File: config.mk
export PLATFORM = sky130hd
export DESIGN_NAME = fifo_ctrl_flat
export DESIGN_NICKNAME = d
export VERILOG_FILES = /design/src/rtl/fifo_pkg.sv /design/src/rtl/fifo_if.sv /design/src/rtl/fifo_ptr.sv /design/src/rtl/fifo_ctrl.sv /design/src/flat_wrapper.sv
export SDC_FILE = /design/constraint.sdc
export NUM_CORES = 1
export LEC_CHECK = 0
export CAP_MARGIN = 10
export CELL_PAD_IN_SITES_DETAIL_PLACEMENT = 1
export CELL_PAD_IN_SITES_GLOBAL_PLACEMENT = 1
export CORE_ASPECT_RATIO = 0.5
export CORE_MARGIN = 4
export CORE_UTILIZATION = 24
export CTS_CLUSTER_DIAMETER = 150
export DETAILED_ROUTE_END_ITERATION = 10
export PLACE_DENSITY = 0.76
export SKIP_CTS_REPAIR_TIMING = 1
export SYNTH_ARGS = -nofsm -noshare
export SYNTH_HDL_FRONTEND = slang
export SYNTH_HIERARCHICAL = 1
export SYNTH_SLANG_ARGS = --single-unit
File: constraint.sdc
create_clock -name clk -period 2.05 [get_ports clk]
set_input_delay 0.205 -clock clk [delete_from_list [all_inputs] [get_ports clk]]
set_output_delay 0.205 -clock clk [all_outputs]
set_load 0.03 [all_outputs]
File: src/rtl/fifo_pkg.sv
// Shared defaults and types for the FIFO controller slice.
package fifo_pkg;

    localparam int unsigned DEF_RAM_WIDTH = 10;
    localparam int unsigned DEF_RAM_DEPTH = 8;
    localparam int unsigned DEF_ADDR_SIZE = 3;
    localparam int unsigned DEF_AF_THRESH = 6;
    localparam int unsigned DEF_AE_THRESH = 2;

    // Pointer carries one extra wrap bit above the RAM address.
    typedef logic [DEF_ADDR_SIZE:0] ptr_t;

endpackage

File: src/rtl/fifo_if.sv
// Producer/consumer side of the FIFO controller: requests, read data, status.
interface fifo_if
    import fifo_pkg::*;
#(
    parameter int unsigned RAM_WIDTH = DEF_RAM_WIDTH,
    parameter int unsigned ADDR_SIZE = DEF_ADDR_SIZE
) ();

    logic                 push;
    logic [RAM_WIDTH-1:0] push_data;
    logic                 pop;
    logic [RAM_WIDTH-1:0] pop_data;
    logic                 pop_valid;
    logic                 full;
    logic                 empty;
    logic                 almost_full;
    logic                 almost_empty;
    logic [ADDR_SIZE:0]   count;
    logic                 overflow;
    logic                 underflow;

    modport master (
        output push, push_data, pop,
        input  pop_data, pop_valid, full, empty, almost_full, almost_empty,
               count, overflow, underflow
    );

    modport slave (
        input  push, push_data, pop,
        output pop_data, pop_valid, full, empty, almost_full, almost_empty,
               count, overflow, underflow
    );

endinterface

File: src/rtl/fifo_ptr.sv
// Wrapping FIFO pointer: increments by one when enabled, wraps modulo its width.
module fifo_ptr
    import fifo_pkg::*;
#(
    parameter type PTR_T = ptr_t
) (
    input  logic clk,
    input  logic rst,
    input  logic inc,
    output PTR_T ptr
);

    always_ff @(posedge clk or negedge rst) begin
        if (!rst) begin
            ptr <= '0;
        end else if (inc) begin
            ptr <= ptr + PTR_T'(1);
        end
    end

endmodule

File: src/rtl/fifo_ctrl.sv
// Synchronous FIFO controller driving an external dual-port RAM with
// registered read; keeps occupancy, full/empty, almost thresholds and error pulses.
module fifo_ctrl
    import fifo_pkg::*;
#(
    parameter int unsigned RAM_WIDTH = DEF_RAM_WIDTH,
    parameter int unsigned RAM_DEPTH = DEF_RAM_DEPTH,
    parameter int unsigned ADDR_SIZE = DEF_ADDR_SIZE,
    parameter int unsigned AF_THRESH = DEF_AF_THRESH,
    parameter int unsigned AE_THRESH = DEF_AE_THRESH
) (
    input  logic                 clk,
    input  logic                 rst,
    fifo_if.slave                bus,
    output logic                 mem_wr_enb,
    output logic [ADDR_SIZE-1:0] mem_wr_addr,
    output logic [RAM_WIDTH-1:0] mem_data_in,
    output logic                 mem_rd_enb,
    output logic [ADDR_SIZE-1:0] mem_rd_addr,
    input  logic [RAM_WIDTH-1:0] mem_data_out
);

    typedef logic [ADDR_SIZE:0] cnt_t;

    cnt_t wr_ptr;
    cnt_t rd_ptr;
    cnt_t count_q;
    cnt_t count_nxt;

    logic full_q;
    logic empty_q;
    logic af_q;
    logic ae_q;
    logic pop_valid_q;
    logic ovf_q;
    logic unf_q;

    logic push_acc;
    logic pop_acc;

    // Accept decisions use the flags registered last cycle, never the next count.
    always_comb begin
        push_acc = bus.push & ~full_q;
        pop_acc  = bus.pop  & ~empty_q;
    end

    fifo_ptr #(.PTR_T(cnt_t)) u_wr_ptr (
        .clk (clk),
        .rst (rst),
        .inc (push_acc),
        .ptr (wr_ptr)
    );

    fifo_ptr #(.PTR_T(cnt_t)) u_rd_ptr (
        .clk (clk),
        .rst (rst),
        .inc (pop_acc),
        .ptr (rd_ptr)
    );

    always_comb begin
        count_nxt = count_q;
        unique case ({push_acc, pop_acc})
            2'b10:   count_nxt = count_q + cnt_t'(1);
            2'b01:   count_nxt = count_q - cnt_t'(1);
            default: count_nxt = count_q;
        endcase
    end

    always_ff @(posedge clk or negedge rst) begin
        if (!rst) begin
            count_q     <= '0;
            full_q      <= 1'b0;
            empty_q     <= 1'b1;
            af_q        <= 1'b0;
            ae_q        <= 1'b1;
            pop_valid_q <= 1'b0;
            ovf_q       <= 1'b0;
            unf_q       <= 1'b0;
        end else begin
            count_q     <= count_nxt;
            full_q      <= (count_nxt == cnt_t'(RAM_DEPTH));
            empty_q     <= (count_nxt == '0);
            af_q        <= (count_nxt >= cnt_t'(AF_THRESH));
            ae_q        <= (count_nxt <= cnt_t'(AE_THRESH));
            pop_valid_q <= pop_acc;
            ovf_q       <= bus.push & full_q;
            unf_q       <= bus.pop & empty_q;
        end
    end

    always_comb begin
        mem_wr_enb  = push_acc;
        mem_wr_addr = wr_ptr[ADDR_SIZE-1:0];
        mem_data_in = bus.push_data;
        mem_rd_enb  = pop_acc;
        mem_rd_addr = rd_ptr[ADDR_SIZE-1:0];
    end

    assign bus.pop_data     = mem_data_out;
    assign bus.pop_valid    = pop_valid_q;
    assign bus.full         = full_q;
    assign bus.empty        = empty_q;
    assign bus.almost_full  = af_q;
    assign bus.almost_empty = ae_q;
    assign bus.count        = count_q;
    assign bus.overflow     = ovf_q;
    assign bus.underflow    = unf_q;

    // Wrap-bit pointer distance must always agree with the tracked occupancy.
    a_ptr_count: assert property (@(posedge clk) disable iff (!rst)
        cnt_t'(wr_ptr - rd_ptr) == count_q);

    a_count_range: assert property (@(posedge clk) disable iff (!rst)
        count_q <= cnt_t'(RAM_DEPTH));

endmodule

File: src/flat_wrapper.sv
// flat-port wrapper written by rule: the top's interface ports become plain ports
module fifo_ctrl_flat import fifo_pkg::*;
#(
    parameter int unsigned RAM_WIDTH = DEF_RAM_WIDTH,
    parameter int unsigned RAM_DEPTH = DEF_RAM_DEPTH,
    parameter int unsigned ADDR_SIZE = DEF_ADDR_SIZE,
    parameter int unsigned AF_THRESH = DEF_AF_THRESH,
    parameter int unsigned AE_THRESH = DEF_AE_THRESH
)
  (clk, rst, mem_wr_enb, mem_wr_addr, mem_data_in, mem_rd_enb, mem_rd_addr, mem_data_out, bus_push, bus_push_data, bus_pop, bus_pop_data, bus_pop_valid, bus_full, bus_empty, bus_almost_full, bus_almost_empty, bus_count, bus_overflow, bus_underflow);
  fifo_if #(.RAM_WIDTH(RAM_WIDTH), .ADDR_SIZE(ADDR_SIZE)) bus_i ();
  input  logic clk;
  input  logic rst;
  output logic mem_wr_enb;
  output logic [ADDR_SIZE-1:0] mem_wr_addr;
  output logic [RAM_WIDTH-1:0] mem_data_in;
  output logic mem_rd_enb;
  output logic [ADDR_SIZE-1:0] mem_rd_addr;
  input  logic [RAM_WIDTH-1:0] mem_data_out;
  input wire logic [$bits(bus_i.push)-1:0] bus_push;
  input wire logic [$bits(bus_i.push_data)-1:0] bus_push_data;
  input wire logic [$bits(bus_i.pop)-1:0] bus_pop;
  output wire logic [$bits(bus_i.pop_data)-1:0] bus_pop_data;
  output wire logic [$bits(bus_i.pop_valid)-1:0] bus_pop_valid;
  output wire logic [$bits(bus_i.full)-1:0] bus_full;
  output wire logic [$bits(bus_i.empty)-1:0] bus_empty;
  output wire logic [$bits(bus_i.almost_full)-1:0] bus_almost_full;
  output wire logic [$bits(bus_i.almost_empty)-1:0] bus_almost_empty;
  output wire logic [$bits(bus_i.count)-1:0] bus_count;
  output wire logic [$bits(bus_i.overflow)-1:0] bus_overflow;
  output wire logic [$bits(bus_i.underflow)-1:0] bus_underflow;
  assign bus_i.push = bus_push;
  assign bus_i.push_data = bus_push_data;
  assign bus_i.pop = bus_pop;
  assign bus_pop_data = bus_i.pop_data;
  assign bus_pop_valid = bus_i.pop_valid;
  assign bus_full = bus_i.full;
  assign bus_empty = bus_i.empty;
  assign bus_almost_full = bus_i.almost_full;
  assign bus_almost_empty = bus_i.almost_empty;
  assign bus_count = bus_i.count;
  assign bus_overflow = bus_i.overflow;
  assign bus_underflow = bus_i.underflow;
  fifo_ctrl #(.RAM_WIDTH(RAM_WIDTH), .RAM_DEPTH(RAM_DEPTH), .ADDR_SIZE(ADDR_SIZE), .AF_THRESH(AF_THRESH), .AE_THRESH(AE_THRESH)) u_core (.clk(clk), .rst(rst), .bus(bus_i), .mem_wr_enb(mem_wr_enb), .mem_wr_addr(mem_wr_addr), .mem_data_in(mem_data_in), .mem_rd_enb(mem_rd_enb), .mem_rd_addr(mem_rd_addr), .mem_data_out(mem_data_out));
endmodule
* Word level (Yosys, flattened, before mapping)
Cells that the tools add are included.
** Operators by class
- $add $sub $neg :: 4
- Order comparisons :: 2
- Equality and inequality tests :: 3
- Mux-type cells :: 1
- Bitwise logic cells :: 6
- Reduce and logical (&&, ||, !) cells :: 1
** Operators with widths (number)
- 4-bit by 1-bit adder with 4-bit output, second input constant :: 3
- 4-bit one-hot mux with 2 select lines :: 1
- 1-bit AND :: 4
- 4-bit == test, second input constant :: 1
- 4-bit by 3-bit greater-or-equal comparator with 1-bit output, second input constant :: 1
- 4-bit by 2-bit less-or-equal comparator with 1-bit output, second input constant :: 1
- 4-bit zero test :: 1
- 4-bit by 1-bit subtractor with 4-bit output, second input constant :: 1
- 2-bit by 1-bit == test with 1-bit output, second input constant :: 1
- 2-bit == test, second input constant :: 1
- 1-bit inverter :: 2
** Storage, ports and cells
- Bits in registers :: 19
- Output and inout bits :: 39
- Logic and storage cells :: 27

* Logic depth before layout (Yosys ltp)
- Depth after elaboration :: 5
- Gate-level depth with buffers :: 10
- Mapped depth without buffers :: 10

* Cells and area by module
The synthesis kept the hierarchy.
** By module, submodules not included
- fifo_ctrl :: instances 1, cells an instance 70, area an instance 709.4 sq um, sequential area each 277.8 sq um
- fifo_ptr :: instances 2, cells an instance 11, area an instance 160.2 sq um, sequential area each 100.1 sq um

* Worst setup path after synthesis
No wires, ideal clock.
- Path kind :: reg-to-reg
- Start :: reg u_core.empty_q, in the netlist u_core/bus.empty
- End :: reg u_core.empty_q, in the netlist u_core/bus.empty
- Library setup time :: 0.089 ns
- Arrival :: 2.253 ns
- Required time :: 1.961 ns
- Setup slack :: -0.293 ns
- Cell stages (with the launch flop) :: 11
- Path through :: dfstp_2 > nand2b_4 > inv_1 > nand2_1 > xnor2_1 > ha_1 > a21oi_1 > a21boi_0 > nor3_1 > a32oi_1 > a211oi_1
** Between the ends
- Word-level cells in the longest chain between the ends :: 5
** Ends and longest elaborated chain
- start, declared :: RTL line fifo_ctrl.sv:31 : logic empty_q;
- start signal, assigned :: RTL line fifo_ctrl.sv:83 : empty_q <= (count_nxt == '0);
- 1-bit inverter (*) :: RTL line fifo_ctrl.sv:44 : pop_acc = bus.pop & ~empty_q;
- 1-bit AND (*) :: RTL line fifo_ctrl.sv:44
- net mem_rd_enb :: RTL line flat_wrapper.sv:17 : output logic mem_rd_enb;
- 2-bit by 1-bit == test with 1-bit output or 2-bit == test (tied branches) :: RTL line fifo_ctrl.sv:63 : unique case ({push_acc, pop_acc})
- 4-bit one-hot mux with 2 select lines (*) :: RTL line fifo_ctrl.sv:63
- 4-bit zero test (*) :: RTL line fifo_ctrl.sv:83
The timed path passes the listed nets; every way through them passes the cells marked *.
A chain may end at the register's enable or synchronous reset.

* Final worst setup path
- Start :: reg u_core.empty_q, in the netlist u_core/bus.empty
- End :: reg u_core.ae_q, in the netlist u_core/bus.almost_empty
** Between the ends
- Word-level cells in the longest chain between the ends :: 5
** Ends and longest elaborated chain
- 1-bit inverter (*) :: RTL line fifo_ctrl.sv:44
- 1-bit AND (*) :: RTL line fifo_ctrl.sv:44
- 2-bit by 1-bit == test with 1-bit output or 2-bit == test (tied branches) :: RTL line fifo_ctrl.sv:63
- 4-bit one-hot mux with 2 select lines (*) :: RTL line fifo_ctrl.sv:63
- 4-bit by 2-bit less-or-equal comparator with 1-bit output (*) :: RTL line fifo_ctrl.sv:85 : ae_q <= (count_nxt <= cnt_t'(AE_THRESH));
- end signal, assigned :: RTL line fifo_ctrl.sv:85
- end, declared :: RTL line fifo_ctrl.sv:33 : logic ae_q;
Mark *: on every way between the ends. The rest lies on a longest branch, timed or not.

==> metrics.json <==
{
  "floorplan.initialDensity_pct": 26.2,
  "synthesis.area_um2": 950,
  "path_cells": "nand2b_4, inv_4, ha_4, and4b_1, o21ai_2, a221oi_2, xnor2_2, buf_4, o311a_1",
  "grt.met3_usage_pct": 2.12,
  "vias_per_cell": 4.22,
  "max_slew.worst_pin.slew_ns": 0.740,
  "final-max-slew-violation-count": 0,
  "gp_congestion": 0.687,
  "synthesis.instances": 86,
  "final_total_negative_setup_slack_ns": -0.507,
  "area_delta_synth_final_pct": 38.7,
  "cts_num_sinks": 17,
  "count_of_routing_violations_after_the_opening_detailed_route_iteration": 24,
  "synthesis.area_per_instance_um2": 11.0,
  "grt_pass1_vias": 692,
  "warnings_synthesis": 6,
  "die_w_um": 97.0,
  "critPathLaunchType": "flip-flop",
  "drc": 0,
  "violations": "negative setup slack",
  "worst-path-max-fanout": 4,
  "min_path_type": "input port to async pin",
  "nets": 131,
  "outcome": "complete, but fails checks",
  "worst_hold_slack_ns": 0.394,
  "power_leakage_nw": 0.568,
  "global_route_met2_utilization_pct": 16.2,
  "worst_setup_path_end_kind": "flip-flop",
  "drv.max_cap_violation_count": 0,
  "min_period_ns": 2.20,
  "drive_above_1_share_pct": 40.2,
  "critPathSlowestCell": "sky130_fd_sc_hd__dfstp_2",
  "max_freq_ghz": 0.454,
  "cts-buffers-inserted": 3,
  "sw_frac_of_total_pct": 45.1,
  "fp.coreArea_um2": 3620,
  "critical_path_arrival_ns": 2.40,
  "internal_power_mw": 1.45,
  "tritoncts": "yes",
  "io_pins": 63,
  "period_utilization_post_route_pct": 107,
  "setup_ws_ns": -0.150,
  "clock_insertion_delay_worst_skew_ns": 0.25,
  "num_vias": 645,
  "totalWireLength_um": 2270,
  "rsz0062_at_grt": "true",
  "synth.net_count": 114,
  "wl_per_cell_um": 14.8,
  "finalHoldViolations": 0,
  "grt_start_max_net_pins": 18,
  "globalRouteMet1Util_pct": 8.33,
  "gr-max-usage-layer": "met2",
  "design.die.area_um2": 5090,
  "max-vdd-ir-drop_v": 0.000411,
  "post-layout-total-power_mw": 2.65,
  "gr-total-overflow": 0,
  "drt_first_pass_iters": 3,
  "pwr-share-clk_pct": 9.3,
  "power_per_cell_area_nw_per_um2": 2010,
  "antenna_found_initial": 0,
  "global_route.usage.total_pct": 8.04,
  "finalSetupViolations": 5,
  "seq_power_share_pct": 24.7,
  "cts_max_path_buffers": 2,
  "h-tree-depth": 1,
  "total_half_perimeter_wirelength_after_legalization_and_detailed_placement_um": 1610,
  "placement.io_buffers": 22,
  "insertedDiodeCount": 0,
  "final.setup_skew_ns": 0.00179,
  "worst_path_largest_cell_delay_ns": 0.53,
  "combPwrFrac_pct": 66.0,
  "clkSlewWorstSetupHoldPaths_ns": 0.06,
  "crit_type": "flip-flop to flip-flop",
  "postLayoutCoreUtil_pct": 36.4,
  "worst_slew_margin_rel_pct": 50.5,
  "route.antenna.remaining_nets": 0,
  "num_rows": 15,
  "clk_root_buffer_cell": "sky130_fd_sc_hd__clkbuf_8",
  "p_sw_mw": 1.19,
  "timing.critical_path.required_ns": 2.24,
  "die_y_um": 52.5,
  "wire_length_of_the_first_global_routing_pass_um": 3280
}
==> placed cells by master, fill, tap and decap left out, types with 3 or more instances in the layout <==
cell	n
sky130_fd_sc_hd__xnor2_2	3
sky130_fd_sc_hd__clkdlybuf4s50_1	20
sky130_fd_sc_hd__dfrtp_1	15
sky130_fd_sc_hd__clkbuf_8	3
sky130_fd_sc_hd__buf_4	10
==> power by group through the flow <==
stage | Combinational, mW | Clock, mW | Sequential (mW)
final | 1.75 | 0.245 | 0.654
after global routing | 1.86 | 0.272 | 0.681
after CTS | 1.50 | 0.255 | 0.646
after detailed placement | 1.50 | 0 | 0.650
after global placement | 1.45 | 0 | 0.641
after floorplan | 0.653 | 0 | 0.942
==> sequential cells by signal, summed over array words and instances, names as in the netlist <==
signal / flops
u_core/u_wr_ptr/ptr: 3
u_core/bus.almost_empty: 1
u_core/bus.empty: 1
u_core/bus.overflow: 1
u_core/bus.almost_full: 1
u_core/bus.pop_valid: 1
u_core/bus.count: 4
u_core/bus.full: 1
u_core/u_rd_ptr/ptr: 3
u_core/bus.underflow: 1
==> final cells by class <==
type	instances	area, um^2
fill	397	2300
inverter	6	28.8
multi-input combinational	43	450
timing repair buffer	32	300
sequential	17	428
clock inverter	1	5.00
tap	51	63.8
clock buffer	3	41.3
==> critical path, delay by kind of cell (launching register included) <==
family,cells,cell delay (ns)
adders and majority gates,1,0.16
AOI/OAI and AO/OA,3,0.58
and+or+nand+nor,2,0.45
DFF,1,0.53
xor gates and xnor gates,1,0.21
buffers and inverters,2,0.21
==> path summary, 6_finish.rpt <==
kind                       slack, ns              startpoint  depth (start not counted)                      end
setup / recovery               -0.15        u_core/bus.empty                          9  u_core/bus.almost_empty
hold / removal                  0.39                     rst                          1          u_core/bus.full
setup reg to reg               -0.15        u_core/bus.empty                          9  u_core/bus.almost_empty
hold reg to reg                 0.47  u_core/u_wr_ptr/ptr[2]                          1   u_core/u_wr_ptr/ptr[2]
max in group asynchronous       1.20                     rst                          1      u_core/bus.overflow
min in group clk                0.41        bus_push_data[0]                          0           mem_data_in[0]
==> metrics by stage <==
stage               cell area [um^2]  worst slack, ns  cells
floorplan                        971           -0.265     86
global placement                1160           -0.222    147
detailed placement              1160           -0.291    147
CTS                             1210           -0.188    151
global route                    1320           -0.253    153
finish                          1320           -0.150    153
==> routing by layer <==
layer  share of wire (%)  wire [um]
met5                   0          0
met4                0.88         20
met3                 3.6         82
met2                  56       1260
met1                  40        900
Power figures use the tool's default switching activity.
